**src/rtl/core_inst_sequencer.sv**
```systemverilog
// Weight-stationary tile sequencer driving the 34-bit core instruction word.
// Optional SEQ_PERF_CNT_EN adds busy, l0-stall and drain-wait counters.
module core_inst_sequencer #(
  parameter int row      = 8,
  parameter int col      = 8,
  parameter int len_kij  = 9,
  parameter int len_onij = 16,
  parameter int aw       = 11
) (
  input  logic          clk,
  input  logic          reset,
  input  logic          start,
  input  logic [aw-1:0] w_base,
  input  logic [aw-1:0] a_base,
  input  logic [aw-1:0] p_base,
  input  logic [4:0]    l0_ofifo_valid,
  output logic [33:0]   inst,
  output logic          busy,
  output logic          done
`ifdef SEQ_PERF_CNT_EN
  ,
  output logic [31:0]   perf_cycles,
  output logic [31:0]   perf_l0_stall,
  output logic [31:0]   perf_drain_wait
`endif
);

  localparam logic [33:0] INST_RST = 34'h1_800C_0000;

  typedef enum logic [2:0] {
    IDLE, W2L0, WLOAD, WSETTLE, A2L0, EXEC, DRAIN, DONE
  } state_t;

  state_t        state_q;
  logic [33:0]   inst_q;
  logic          busy_q;
  logic          done_q;
  logic          rd_q;
  logic [7:0]    k_q;
  logic [15:0]   i_q;
  logic [15:0]   j_q;
  logic [aw-1:0] w_q;
  logic [aw-1:0] a_q;
  logic [aw-1:0] p_q;

  logic [15:0]   nrd;
  logic [aw-1:0] xaddr;
  logic          l0_full;
  logic          of_valid;
  logic          unused_status;

  assign l0_full       = l0_ofifo_valid[1];
  assign of_valid      = l0_ofifo_valid[4];
  assign unused_status = ^{l0_ofifo_valid[3:2], l0_ofifo_valid[0]};

  always_comb begin
    nrd   = 16'(col);
    xaddr = w_q + aw'(k_q * col) + aw'(i_q);
    if (state_q == A2L0) begin
      nrd   = 16'(len_onij);
      xaddr = a_q + aw'(k_q * len_onij) + aw'(i_q);
    end
  end

  always_ff @(posedge clk or posedge reset) begin
    if (reset) begin
      state_q <= IDLE;
      inst_q  <= INST_RST;
      busy_q  <= 1'b0;
      done_q  <= 1'b0;
      rd_q    <= 1'b0;
      k_q     <= '0;
      i_q     <= '0;
      j_q     <= '0;
      w_q     <= '0;
      a_q     <= '0;
      p_q     <= '0;
    end else begin
      inst_q <= INST_RST;
      rd_q   <= 1'b0;
      done_q <= 1'b0;
      unique case (state_q)
        IDLE: begin
          if (start) begin
            w_q     <= w_base;
            a_q     <= a_base;
            p_q     <= p_base;
            k_q     <= '0;
            i_q     <= '0;
            j_q     <= '0;
            busy_q  <= 1'b1;
            state_q <= W2L0;
          end
        end
        W2L0, A2L0: begin
          // l0_wr trails each read by one cycle (SRAM read latency)
          inst_q[2] <= rd_q;
          if (i_q == nrd) begin
            i_q     <= '0;
            state_q <= (state_q == W2L0) ? WLOAD : EXEC;
          end else begin
            inst_q[17:7] <= xaddr;
            if (!l0_full) begin
              inst_q[19] <= 1'b0;
              rd_q       <= 1'b1;
              i_q        <= i_q + 16'd1;
            end
          end
        end
        WLOAD: begin
          inst_q[0] <= 1'b1;
          inst_q[3] <= 1'b1;
          if (i_q == 16'(col - 1)) begin
            i_q     <= '0;
            state_q <= WSETTLE;
          end else begin
            i_q <= i_q + 16'd1;
          end
        end
        WSETTLE: begin
          if (i_q == 16'(row + col - 1)) begin
            i_q     <= '0;
            state_q <= A2L0;
          end else begin
            i_q <= i_q + 16'd1;
          end
        end
        EXEC: begin
          inst_q[1] <= 1'b1;
          inst_q[3] <= 1'b1;
          if (i_q == 16'(len_onij - 1)) begin
            i_q     <= '0;
            j_q     <= '0;
            state_q <= DRAIN;
          end else begin
            i_q <= i_q + 16'd1;
          end
        end
        DRAIN: begin
          if (of_valid) begin
            inst_q[6]     <= 1'b1;
            inst_q[32]    <= 1'b0;
            inst_q[31]    <= 1'b0;
            inst_q[30:20] <= p_q + aw'(j_q);
            inst_q[33]    <= (k_q != 8'd0);
            if (j_q == 16'(len_onij - 1)) begin
              j_q <= '0;
              if (k_q == 8'(len_kij - 1)) begin
                state_q <= DONE;
              end else begin
                k_q     <= k_q + 8'd1;
                state_q <= W2L0;
              end
            end else begin
              j_q <= j_q + 16'd1;
            end
          end
        end
        DONE: begin
          done_q  <= 1'b1;
          busy_q  <= 1'b0;
          state_q <= IDLE;
        end
        default: state_q <= IDLE;
      endcase
    end
  end

  assign inst = inst_q;
  assign busy = busy_q;
  assign done = done_q;

`ifdef SEQ_PERF_CNT_EN
  logic [31:0] pc_q;
  logic [31:0] ps_q;
  logic [31:0] pd_q;
  logic        rd_phase;

  function automatic logic [31:0] sat_inc(input logic [31:0] v);
    return (v == 32'hFFFF_FFFF) ? v : v + 32'd1;
  endfunction

  assign rd_phase = (state_q == W2L0 || state_q == A2L0) && (i_q != nrd);

  always_ff @(posedge clk or posedge reset) begin
    if (reset) begin
      pc_q <= '0;
      ps_q <= '0;
      pd_q <= '0;
    end else if (state_q == IDLE && start) begin
      pc_q <= '0;
      ps_q <= '0;
      pd_q <= '0;
    end else begin
      if (busy_q)
        pc_q <= sat_inc(pc_q);
      if (rd_phase && l0_full)
        ps_q <= sat_inc(ps_q);
      if (state_q == DRAIN && !of_valid)
        pd_q <= sat_inc(pd_q);
    end
  end

  assign perf_cycles     = pc_q;
  assign perf_l0_stall   = ps_q;
  assign perf_drain_wait = pd_q;
`endif

endmodule

```
**config.mk**
```make
export PLATFORM = sky130hd
export DESIGN_NAME = core_inst_sequencer
export DESIGN_NICKNAME = d
export VERILOG_FILES = /design/src/rtl/core_inst_sequencer.sv
export SDC_FILE = /design/constraint.sdc
export NUM_CORES = 1
export LEC_CHECK = 0
export CELL_PAD_IN_SITES_DETAIL_PLACEMENT = 1
export CELL_PAD_IN_SITES_GLOBAL_PLACEMENT = 2
export CORE_AREA = 2 2 145 147
export CTS_BUF_LIST = sky130_fd_sc_hd__clkbuf_8
export DETAILED_ROUTE_END_ITERATION = 8
export DIE_AREA = 0 0 147 149
export PLACE_DENSITY_LB_ADDON = 0.05
export SLEW_MARGIN = 20
export SYNTH_ARGS = -nofsm -noshare
export SYNTH_HDL_FRONTEND = slang
export SYNTH_SLANG_ARGS = --single-unit
```
**constraint.sdc**
```tcl
create_clock -name clk -period 3.45 [get_ports clk]
set_clock_uncertainty 0.15 [all_clocks]
set_input_delay 0.345 -clock clk [delete_from_list [all_inputs] [get_ports clk]]
set_output_delay 0.345 -clock clk [all_outputs]
set_load 0.05 [all_outputs]
```
==> flow_results.org, run 1 <==
** Setup path
- Critical path required time :: 3.60 ns
- The worst setup path is captured at a register.
- Worst EP arrival :: about 3.1 ns
- STA classifies the critical path startpoint as a register.
- The critical path in this run is classified as register to register.
- Launching element of the worst setup path :: k_q[0]$_DFFE_PP0P_
- Biggest fanout along the worst timing path :: 5
- Worst flop-to-flop path startpoint :: k_q[0]$_DFFE_PP0P_

** Min path
- The worst hold path belongs to the class input pin to async pin.

** Routing
- Drt total wl :: about 19,000 µm
- The first TritonRoute pass finished after 4 iterations.
- The detailed router placed about 5,500 vias in this run.
- Dividing the detail-routed via count by the number of cells gives 5.122.
- After the first detailed-routing iteration, the DRC count stood at between 200 and 250.
- Final antenna-violating net count :: 0
- Dividing the detail-routed wire length by the instance count gives 17.63 µm.
- Residual DRC count :: 0

** STA
- In the post-route analysis, the smallest setup slack over all paths is ~0.52 ns.
- Tightest slew margin relative to the limit :: slightly below 50%
- The number of hold-slack violations in the final timing report came to 0.
- Setup repair after global routing left no endpoint under its margin.
- Setup violations remaining at the end of the flow were counted as 0.
- Total negative slack for setup checks :: 0 ns
- Of the available clock period, the critical path in the final layout requires between 80% and 90%.
- Slew at the pin with the worst max-slew slack :: just under 0.8 ns
- Static timing analysis puts the maximum clock frequency at 0.3413 GHz.
- Minimum clock period :: 2.930 ns
- Number of max-slew violations in the final report :: 0

** Logic synthesis
- Count of state elements after synthesis :: between 100 and 150
- Primary FF master, synth :: sky130_fd_sc_hd__dfrtp_1
- Number of distinct library cell variants in the gate-level netlist after synthesis :: slightly above 60
- Cell area after synthesis :: around 6600 µm²
- A synthesized cell averages slightly below 9 µm².
- Share of synthesized area occupied by flip-flops and latches :: 41.33%
- Yosys mapped a number of flops with a built-in enable equal to 0.
- During synthesis, Yosys emitted a total of 0 warnings.
- After synthesis, the share of flip-flops with an asynchronous set or reset is between 90% and 100%.
- Synthesis handed over a netlist of 738 instances.

** Cells and area
- Total number of nets in the final design :: between 800 and 900
- Layout-stage area growth over the synthesis result :: 17.60%
- Most used cells in the layout excluding fill and tap cells :: 148 x sky130_fd_sc_hd__nand2_1, 107 x sky130_fd_sc_hd__dfrtp_1, 70 x sky130_fd_sc_hd__clkdlybuf4s50_1
- The number of antenna diodes in the final layout is 0.
- Summed area of non-filler cells in the final layout :: 7767 µm²
- Leaving out fill and tap cells, the most frequent cell in the layout is sky130_fd_sc_hd__nand2_1.
- Layout cells sized above 1 :: under 10%

** Global routing
- For this run the aggregate overflow at the end of global routing stands at 0.
- Initial antenna violation count :: 0
- Entering global routing, the biggest net connects slightly below 80 pins.
- Total track usage :: 18.31%
- The first global-routing pass estimated approximately 32,000 µm of wire.
- The via count of the first global-routing pass is roughly 5,900.

** Floorplanning
- In this run the count of I/O pins placed on the die edge is 77.
- Core Rows :: 53
- The initial utilization of the core area, before any placement, comes to 32.13%.
- Die width :: ~150 µm
- The region available for standard cell placement spans ~20,000 µm².
- The die is 149 µm tall.
- The floorplan step defined a die boundary enclosing between 20,000 and 25,000 µm².

** Power and ir drop
- Combinational cells account for between 30% and 40% of the total power.
- IR analysis of the VDD net gives a maximum drop of 196.5 µV.
- PD cells :: about 430 nW/µm²
- Design internal power :: about 0.0021 W
- Switching portion of total power :: between 30% and 40%
- The share of total power dissipated in sequential elements is 44.0%.
- The analysis attributes to net switching a power of about 0.0012 W.
- For this design the static power due to leakage is 3.650 nW.
- Clock power share :: 22.9%

** CTS
- Clock-pin slew was measured on the worst setup and hold paths at ~0.12 ns.
- Total CTS buffers :: 9
- Clk buf depth :: 2
- After clock tree synthesis, the repair step resized 0 gates.
- Clock tree from TritonCTS :: built
- CTS saw between 100 and 150 sinks.
- The clock tree synthesis step divided the H-tree into 3 levels.
- Latest clock arrival within the worst-skew pair :: approximately 0.4 ns
- Hold repair after CTS inserted 0 buffers.
- After clock tree synthesis, the setup repair step added 0 buffers.
- CTS placed an instance of sky130_fd_sc_hd__clkbuf_8 at the clock tree root.

** Place
- Detail Placement HPWL :: ~14,000 µm
- Worst slack at placement :: 0.5706 ns
- Final weighted congestion in routability-driven placement :: roughly 0.80
- After detailed placement, the total cell area comes to 7591 µm².
- Port buffering added 70 buffers.

** Outcome
- Run status :: complete, no violations

** Job
- Across the run, the number of max-cap violations was 0.
[per-layer routing]
metal	wire, µm	GRT usage [%]
met3	599	2.905
met1	9604	25.85
met5	0	0
met2	8623	29.48
met4	255	4.760
[sequential cells by signal, summed over array words and instances (netlist names), 3 cells and up]
register / count
w_q: 11
inst: 30
j_q: 16
a_q: 11
p_q: 11
state_q: 3
i_q: 16
k_q: 8
[Yosys cell counts (3+ instances only)]
library cell / instances / area, µm²
sky130_fd_sc_hd__nor4_1: 8 / 50.05
sky130_fd_sc_hd__nor2b_1: 10 / 62.56
sky130_fd_sc_hd__o31ai_1: 13 / 97.59
sky130_fd_sc_hd__o2111ai_1: 5 / 43.79
sky130_fd_sc_hd__o2bb2ai_1: 4 / 35.03
sky130_fd_sc_hd__nand3_1: 31 / 155.2
sky130_fd_sc_hd__buf_2: 5 / 25.02
sky130_fd_sc_hd__xnor2_1: 15 / 131.4
sky130_fd_sc_hd__or4_1: 3 / 22.52
sky130_fd_sc_hd__clkbuf_1: 14 / 52.55
sky130_fd_sc_hd__buf_4: 5 / 37.54
sky130_fd_sc_hd__a21oi_1: 33 / 165.2
sky130_fd_sc_hd__a41oi_1: 3 / 26.28
sky130_fd_sc_hd__nand2b_1: 9 / 56.30
sky130_fd_sc_hd__or3_1: 6 / 37.54
sky130_fd_sc_hd__and3_1: 14 / 87.58
sky130_fd_sc_hd__o21ai_1: 10 / 50.05
sky130_fd_sc_hd__nand2_1: 148 / 555.5
sky130_fd_sc_hd__fa_1: 16 / 320.3
sky130_fd_sc_hd__a21o_1: 9 / 67.56
sky130_fd_sc_hd__a22o_1: 6 / 52.55
sky130_fd_sc_hd__and2_1: 6 / 37.54
sky130_fd_sc_hd__buf_6: 3 / 33.78
sky130_fd_sc_hd__dfrtp_1: 107 / 2678
sky130_fd_sc_hd__a31oi_1: 4 / 25.02
sky130_fd_sc_hd__xor2_1: 10 / 87.58
sky130_fd_sc_hd__a2bb2oi_1: 4 / 35.03
sky130_fd_sc_hd__nor3_1: 18 / 90.09
sky130_fd_sc_hd__o211ai_1: 4 / 30.03
sky130_fd_sc_hd__o21a_1: 5 / 37.54
sky130_fd_sc_hd__o21ai_0: 37 / 185.2
sky130_fd_sc_hd__a211oi_1: 7 / 52.55
sky130_fd_sc_hd__inv_1: 43 / 161.4
sky130_fd_sc_hd__ha_1: 40 / 500.5
sky130_fd_sc_hd__nand4_1: 7 / 43.79
sky130_fd_sc_hd__nor2_1: 42 / 157.7
[cell type report]
cell class,instances,area [µm²]
Timing Repair Buffer,80,788.3
Multi-Input combinational cell,558,3561
Tap cell,275,344.1
Sequential cell,109,2730
Clock inverter,6,38.79
Clock buffer,10,137.6
Inverter,44,167.7
Fill cell,2403,12790
[worst paths after layout]
check                                     end  cells after the start  slack (ns)
setup / recovery           inst[17]$_DFF_PP0_                     10        0.52
hold / removal             p_q[8]$_DFFE_PP0P_                      2        0.16
setup reg to reg           inst[17]$_DFF_PP0_                     10        0.52
hold reg to reg             inst[2]$_DFF_PP0_                      2        0.33
max in group asynchronous  inst[19]$_DFF_PP1_                      3        2.19
min in group clk           p_q[8]$_DFFE_PP0P_                      3        0.32
[critical path: stages, from the launching register on]
cell	delay, ns
sky130_fd_sc_hd__dfrtp_1	0.42
sky130_fd_sc_hd__inv_1	0.16
sky130_fd_sc_hd__fa_1	0.56
sky130_fd_sc_hd__inv_1	0.04
sky130_fd_sc_hd__ha_1	0.36
sky130_fd_sc_hd__nand3_1	0.13
sky130_fd_sc_hd__o2111ai_1	0.29
sky130_fd_sc_hd__nand4_1	0.16
sky130_fd_sc_hd__a21oi_1	0.25
sky130_fd_sc_hd__xnor2_1	0.10
sky130_fd_sc_hd__a211oi_1	0.22
[power by group through the flow]
stage / Combinational (W) / Clock (W) / Sequential, W
after floorplan: 0.000570 / 0 / 0.00166
after global placement: 0.00109 / 0 / 0.00149
after global routing: 0.00122 / 0.000852 / 0.00148
after detailed placement: 0.00111 / 0 / 0.00149
final: 0.00111 / 0.000763 / 0.00147
after CTS: 0.00112 / 0.000803 / 0.00147
[kinds of logic after synthesis]
| kind of cell | after synthesis | synth area share, % |
|---|---|---|
| buf+inv | 72 | 4.811 |
| compound gates | 161 | 16.08 |
| flops | 109 | 41.33 |
| fa+ha+maj | 56 | 12.43 |
| xor+xnor | 25 | 3.315 |
| simple gates | 312 | 21.77 |
| mux | 1 | 0.1515 |
| other cells | 2 | 0.1137 |
[stage by stage]
stage / std cells / hold slack (ns) / power [W] / util [%]
after floorplan: 739 / 0.2728 / 0.002227 / -
after global placement: 1066 / 0.3165 / 0.002583 / 36.93
after detailed placement: 1066 / 0.3123 / 0.002606 / 36.93
after CTS: 1082 / 0.1524 / 0.003390 / 37.78
after global routing: 1082 / 0.1849 / 0.003555 / 37.78
final: 1082 / 0.1555 / 0.003338 / 37.78
No activity file was read; power rests on OpenSTA's default activity.
==> run 2: changes to the inputs <==
CORE_AREA = 2 2 141 143   (was 2 2 145 147)
DIE_AREA = 0 0 143 145   (was 0 0 147 149)
clock period = 2.82 ns   (was 3.45 ns; I/O delays follow)
==> flow_results.org, run 2 (synthesis results as in run 1) <==
** Power and ir drop
- PD cells :: 542.9 nW/µm² (was 429.7 nW/µm²)
- The maximum resistive drop on vdd came to 232.7 µV (was 196.5 µV).
- Cell leakage power :: 3.771 nW (was 3.650 nW)
- Power Total :: 0.004360 W (was 0.003338 W)

** CTS
- Clock tree from TritonCTS :: built (unchanged)
- The total clock buffers created by CTS was 9 (unchanged).
- Latest clock arrival within the worst-skew pair :: 0.40 ns (about the same)
- Number of levels the H-tree was split into :: 3 (unchanged)
- The CTS sink count is 109 (unchanged).
- The buffer type at the clock tree root is sky130_fd_sc_hd__clkbuf_8 (unchanged).
- The largest buffer count on any clock path was 2 (unchanged).
- The number of hold buffers added after cts came to 0 (unchanged).
- The CTS clock-pin slew for the worst setup and hold paths was 0.12 ns (about the same).

** Setup path
- Setup CP Type :: register to register (unchanged)
- The capture point of the worst path is inst[17]$_DFF_PP0_ (unchanged).
- Stage delay of the slowest cell on the critical path :: 0.46 ns (was 0.56 ns)
- The critical path capture point type was a register (unchanged).
- Cell chain of the critical path :: buf_4 -> fa_1 -> ha_1 -> nand3_1 -> o2111ai_2 -> a31oi_1 -> xnor2_1 -> nor2_1 -> a211oi_2 (was inv_1 -> fa_1 -> inv_1 -> ha_1 -> nand3_1 -> o2111ai_1 -> nand4_1 -> a21oi_1 -> xnor2_1 -> a211oi_1)
- Worst flop-to-flop path startpoint :: i_q[4]$_DFFE_PP0P_ (was k_q[0]$_DFFE_PP0P_)
- Flop-to-flop setup slack :: 0.11 ns (was 0.52 ns)
- Biggest fanout along the worst timing path :: 6 (was 5)
- The number of cells traversed by the worst register-to-register path is 9 (was 10).
- The reg-to-reg critical path endpoint is inst[17]$_DFF_PP0_ (unchanged).
- Master of the slowest instance on the critical path :: sky130_fd_sc_hd__fa_1 (unchanged)
- The element type at the critical path start is a register (unchanged).
- The beginning of the critical path is i_q[4]$_DFFE_PP0P_ (was k_q[0]$_DFFE_PP0P_).
- Family with the most delay on the worst path :: adder cells (unchanged)
- Worst EP arrival :: 2.86 ns (was 3.08 ns)
- Critical path required time :: 2.97 ns (was 3.60 ns)
- Total number of cells along the worst setup path :: 9 (was 10)
- The number of buffer and inverter instances along the worst setup path is 1 (was 2).

** Job
- The max capacitance violation total came to 0 (unchanged).

** Outcome
- Run status :: complete, no violations (unchanged)

** Global routing
- The residual overflow from global routing was 0 (unchanged).
- The number of antenna violations at the first check in global routing was 0 (unchanged).
- Number of global-route vias before repair :: 5,903 (was 5,857)
- The maximum number of pins on one net before global-route repair was 51 (was 77).
- Total track usage :: 19.19% (was 18.31%)
- The wire length of the first global-routing pass came to 31,570 µm (was 31,710 µm).

** Floorplanning
- The total die area was 20,740 µm² (was 21,900 µm²).
- The number of top-level pins came to 77 (unchanged).
- The total core area was 19,210 µm² (was 20,560 µm²).
- The number of rows created at floorplan was 51 (was 53).
- Initial Utilization :: 34.39% (was 32.13%)
- Die H :: 145 µm (was 149 µm)
- The width of the chip came to 143 µm (was 147 µm).

** STA
- Tightest slew margin relative to the limit :: 57.74% (was 48.25%)
- The transition time at the pin with the least slew margin was 0.6339 ns (was 0.7763 ns).
- Peak Freq :: 0.3692 GHz (was 0.3413 GHz)
- The final number of max-transition violations is 0 (unchanged).
- Final Hold Viols :: 0 (unchanged)
- The part of the cycle the worst path needs was 96.04% (was 84.92%).
- Final setup violation count :: 0 (unchanged)
- Worst slack on hold paths :: 0.1150 ns (was 0.1555 ns)
- The post-route minimum period came to 2.708 ns (was 2.930 ns).

** Cells and area
- Total number of nets in the final design :: 919 (was 899)
- Summed area of non-filler cells in the final layout :: 8031 µm² (was 7767 µm²)
- Area occupied by multi-input gates :: 3605 µm² (was 3561 µm²)
- Most used cells in the layout excluding fill and tap cells :: 148 x sky130_fd_sc_hd__nand2_1, 105 x sky130_fd_sc_hd__dfrtp_1, 70 x sky130_fd_sc_hd__clkdlybuf4s50_1 (was 148 x sky130_fd_sc_hd__nand2_1, 107 x sky130_fd_sc_hd__dfrtp_1, 70 x sky130_fd_sc_hd__clkdlybuf4s50_1)
- The final cell utilization of the core came to 41.81% (was 37.78%).
- Diode count :: 0 (unchanged)
- Number of flip-flops under the largest register name :: 30 (unchanged)
- Footprint of the flip-flops and latches :: 2733 µm² (was 2730 µm²)
- The share of cells above drive strength 1 came to 8.585% (was 4.957%).
- The number of filler cells placed in the layout is 2,255 (was 2,403).
- The growth of design area from synthesis to finish came to 21.59% (was 17.60%).
- The commonest non-fill, non-tap cell in the layout is sky130_fd_sc_hd__nand2_1 (unchanged).

** Place
- The instance area after placement is 7747 µm² (was 7591 µm²).
- Final weighted congestion in routability-driven placement :: 0.8187 (was 0.8035)
- Detail Placement HPWL :: 14,380 µm (was 14,170 µm)
- Port-buffer cells :: 70 (unchanged)

** Routing
- Residual DRC count :: 0 (unchanged)
- Wire length per cell after detailed routing :: 17.65 µm (was 17.63 µm)
- Drt first-iter violations :: 156 (was 201)
- Drt total wl :: 19,270 µm (was 19,080 µm)
- The vias per cell was 5.169 (was 5.122).
- Number of vias in the routed layout :: 5,645 (was 5,542)
- Detailed Routing Iterations Pass 1 :: 4 (unchanged)
- Final antenna-violating net count :: 0 (unchanged)

** Min path
- Class of the worst hold path :: input pin to async pin (unchanged)
-- run 2: changes by cell type in the layout (fill, tap and decap cells not counted), moves of 2 or more --
| cell | previous run | this run |
|---|---|---|
| sky130_fd_sc_hd__o2111ai_2 | 0 | 2 |
| sky130_fd_sc_hd__buf_4 | 9 | 27 |
| sky130_fd_sc_hd__clkinv_2 | 2 | 0 |
| sky130_fd_sc_hd__bufinv_16 | 0 | 2 |
| sky130_fd_sc_hd__o2111ai_1 | 5 | 3 |
| sky130_fd_sc_hd__buf_12 | 1 | 3 |
| sky130_fd_sc_hd__inv_1 | 43 | 41 |
| sky130_fd_sc_hd__dfrtp_2 | 0 | 2 |
| sky130_fd_sc_hd__clkinvlp_4 | 1 | 3 |
| sky130_fd_sc_hd__dfrtp_1 | 107 | 105 |
-- run 2: cell type report --
class                   count  share of cell area [%]
multi-input cells         558                   44.88
flip-flops and latches    109                   34.02
repair buffers            100                   12.00
well taps                 265                   4.128
inverters                  44                   2.103
clock buffers              10                   1.714
clock inverters             6                   1.153
-- run 2: through the flow --
step,setup TNS [ns],instances,setup slack [ns]
after floorplan,0,739,0.2621
after global placement,-0.008697,1075,-0.008697
after detailed placement,-0.05848,1075,-0.05848
after CTS,0,1092,0.03446
after global routing,-0.009310,1092,-0.009310
final,0,1092,0.1116
-- run 2: report_power, final --
| part | internal (W) | switching, W |
|---|---|---|
| Clock | 0.000532 | 0.000606 |
| Combinational | 0.000597 | 0.000865 |
| Sequential | 0.00167 | 0.0000873 |
| Total | 0.00280 | 0.00156 |
-- run 2: worst reg2reg max path, stage by stage (launching register included) --
cell	delay, ns
sky130_fd_sc_hd__dfrtp_1	0.39
sky130_fd_sc_hd__buf_4	0.17
sky130_fd_sc_hd__fa_1	0.46
sky130_fd_sc_hd__ha_1	0.40
sky130_fd_sc_hd__nand3_1	0.16
sky130_fd_sc_hd__o2111ai_2	0.26
sky130_fd_sc_hd__a31oi_1	0.16
sky130_fd_sc_hd__xnor2_1	0.18
sky130_fd_sc_hd__nor2_1	0.07
sky130_fd_sc_hd__a211oi_2	0.21
-- run 2: worst min path at each step --
stage                                    end  depth (start not counted)  slack [ns]          startpoint
after floorplan               rd_q$_DFF_PP0_                          1        0.21   l0_ofifo_valid[1]
after global placement    p_q[8]$_DFFE_PP0P_                          2        0.32  p_q[8]$_DFFE_PP0P_
after detailed placement   inst[2]$_DFF_PP0_                          2        0.32      rd_q$_DFF_PP0_
after CTS                 inst[21]$_DFF_PP0_                          2        0.11               reset
after global routing      inst[21]$_DFF_PP0_                          2        0.13               reset
final                     inst[21]$_DFF_PP0_                          2        0.12               reset
-- run 2: routing by layer --
metal  share of wire, %  wire (µm)  vias to the layer above  track usage [%]
met4                1.1        216                        0            4.010
met2                 47       8979                       87            30.55
met3                3.2        609                       13            2.838
met1                 49       9467                     2822            27.71
li1                   -          -                     2723                -
met5                  0          0                        -                0
-- run 2: what timing repair did --
item	CTS	global route
resized for setup	3	7
setup buffers	1	0
setup endpoints to repair	1	3
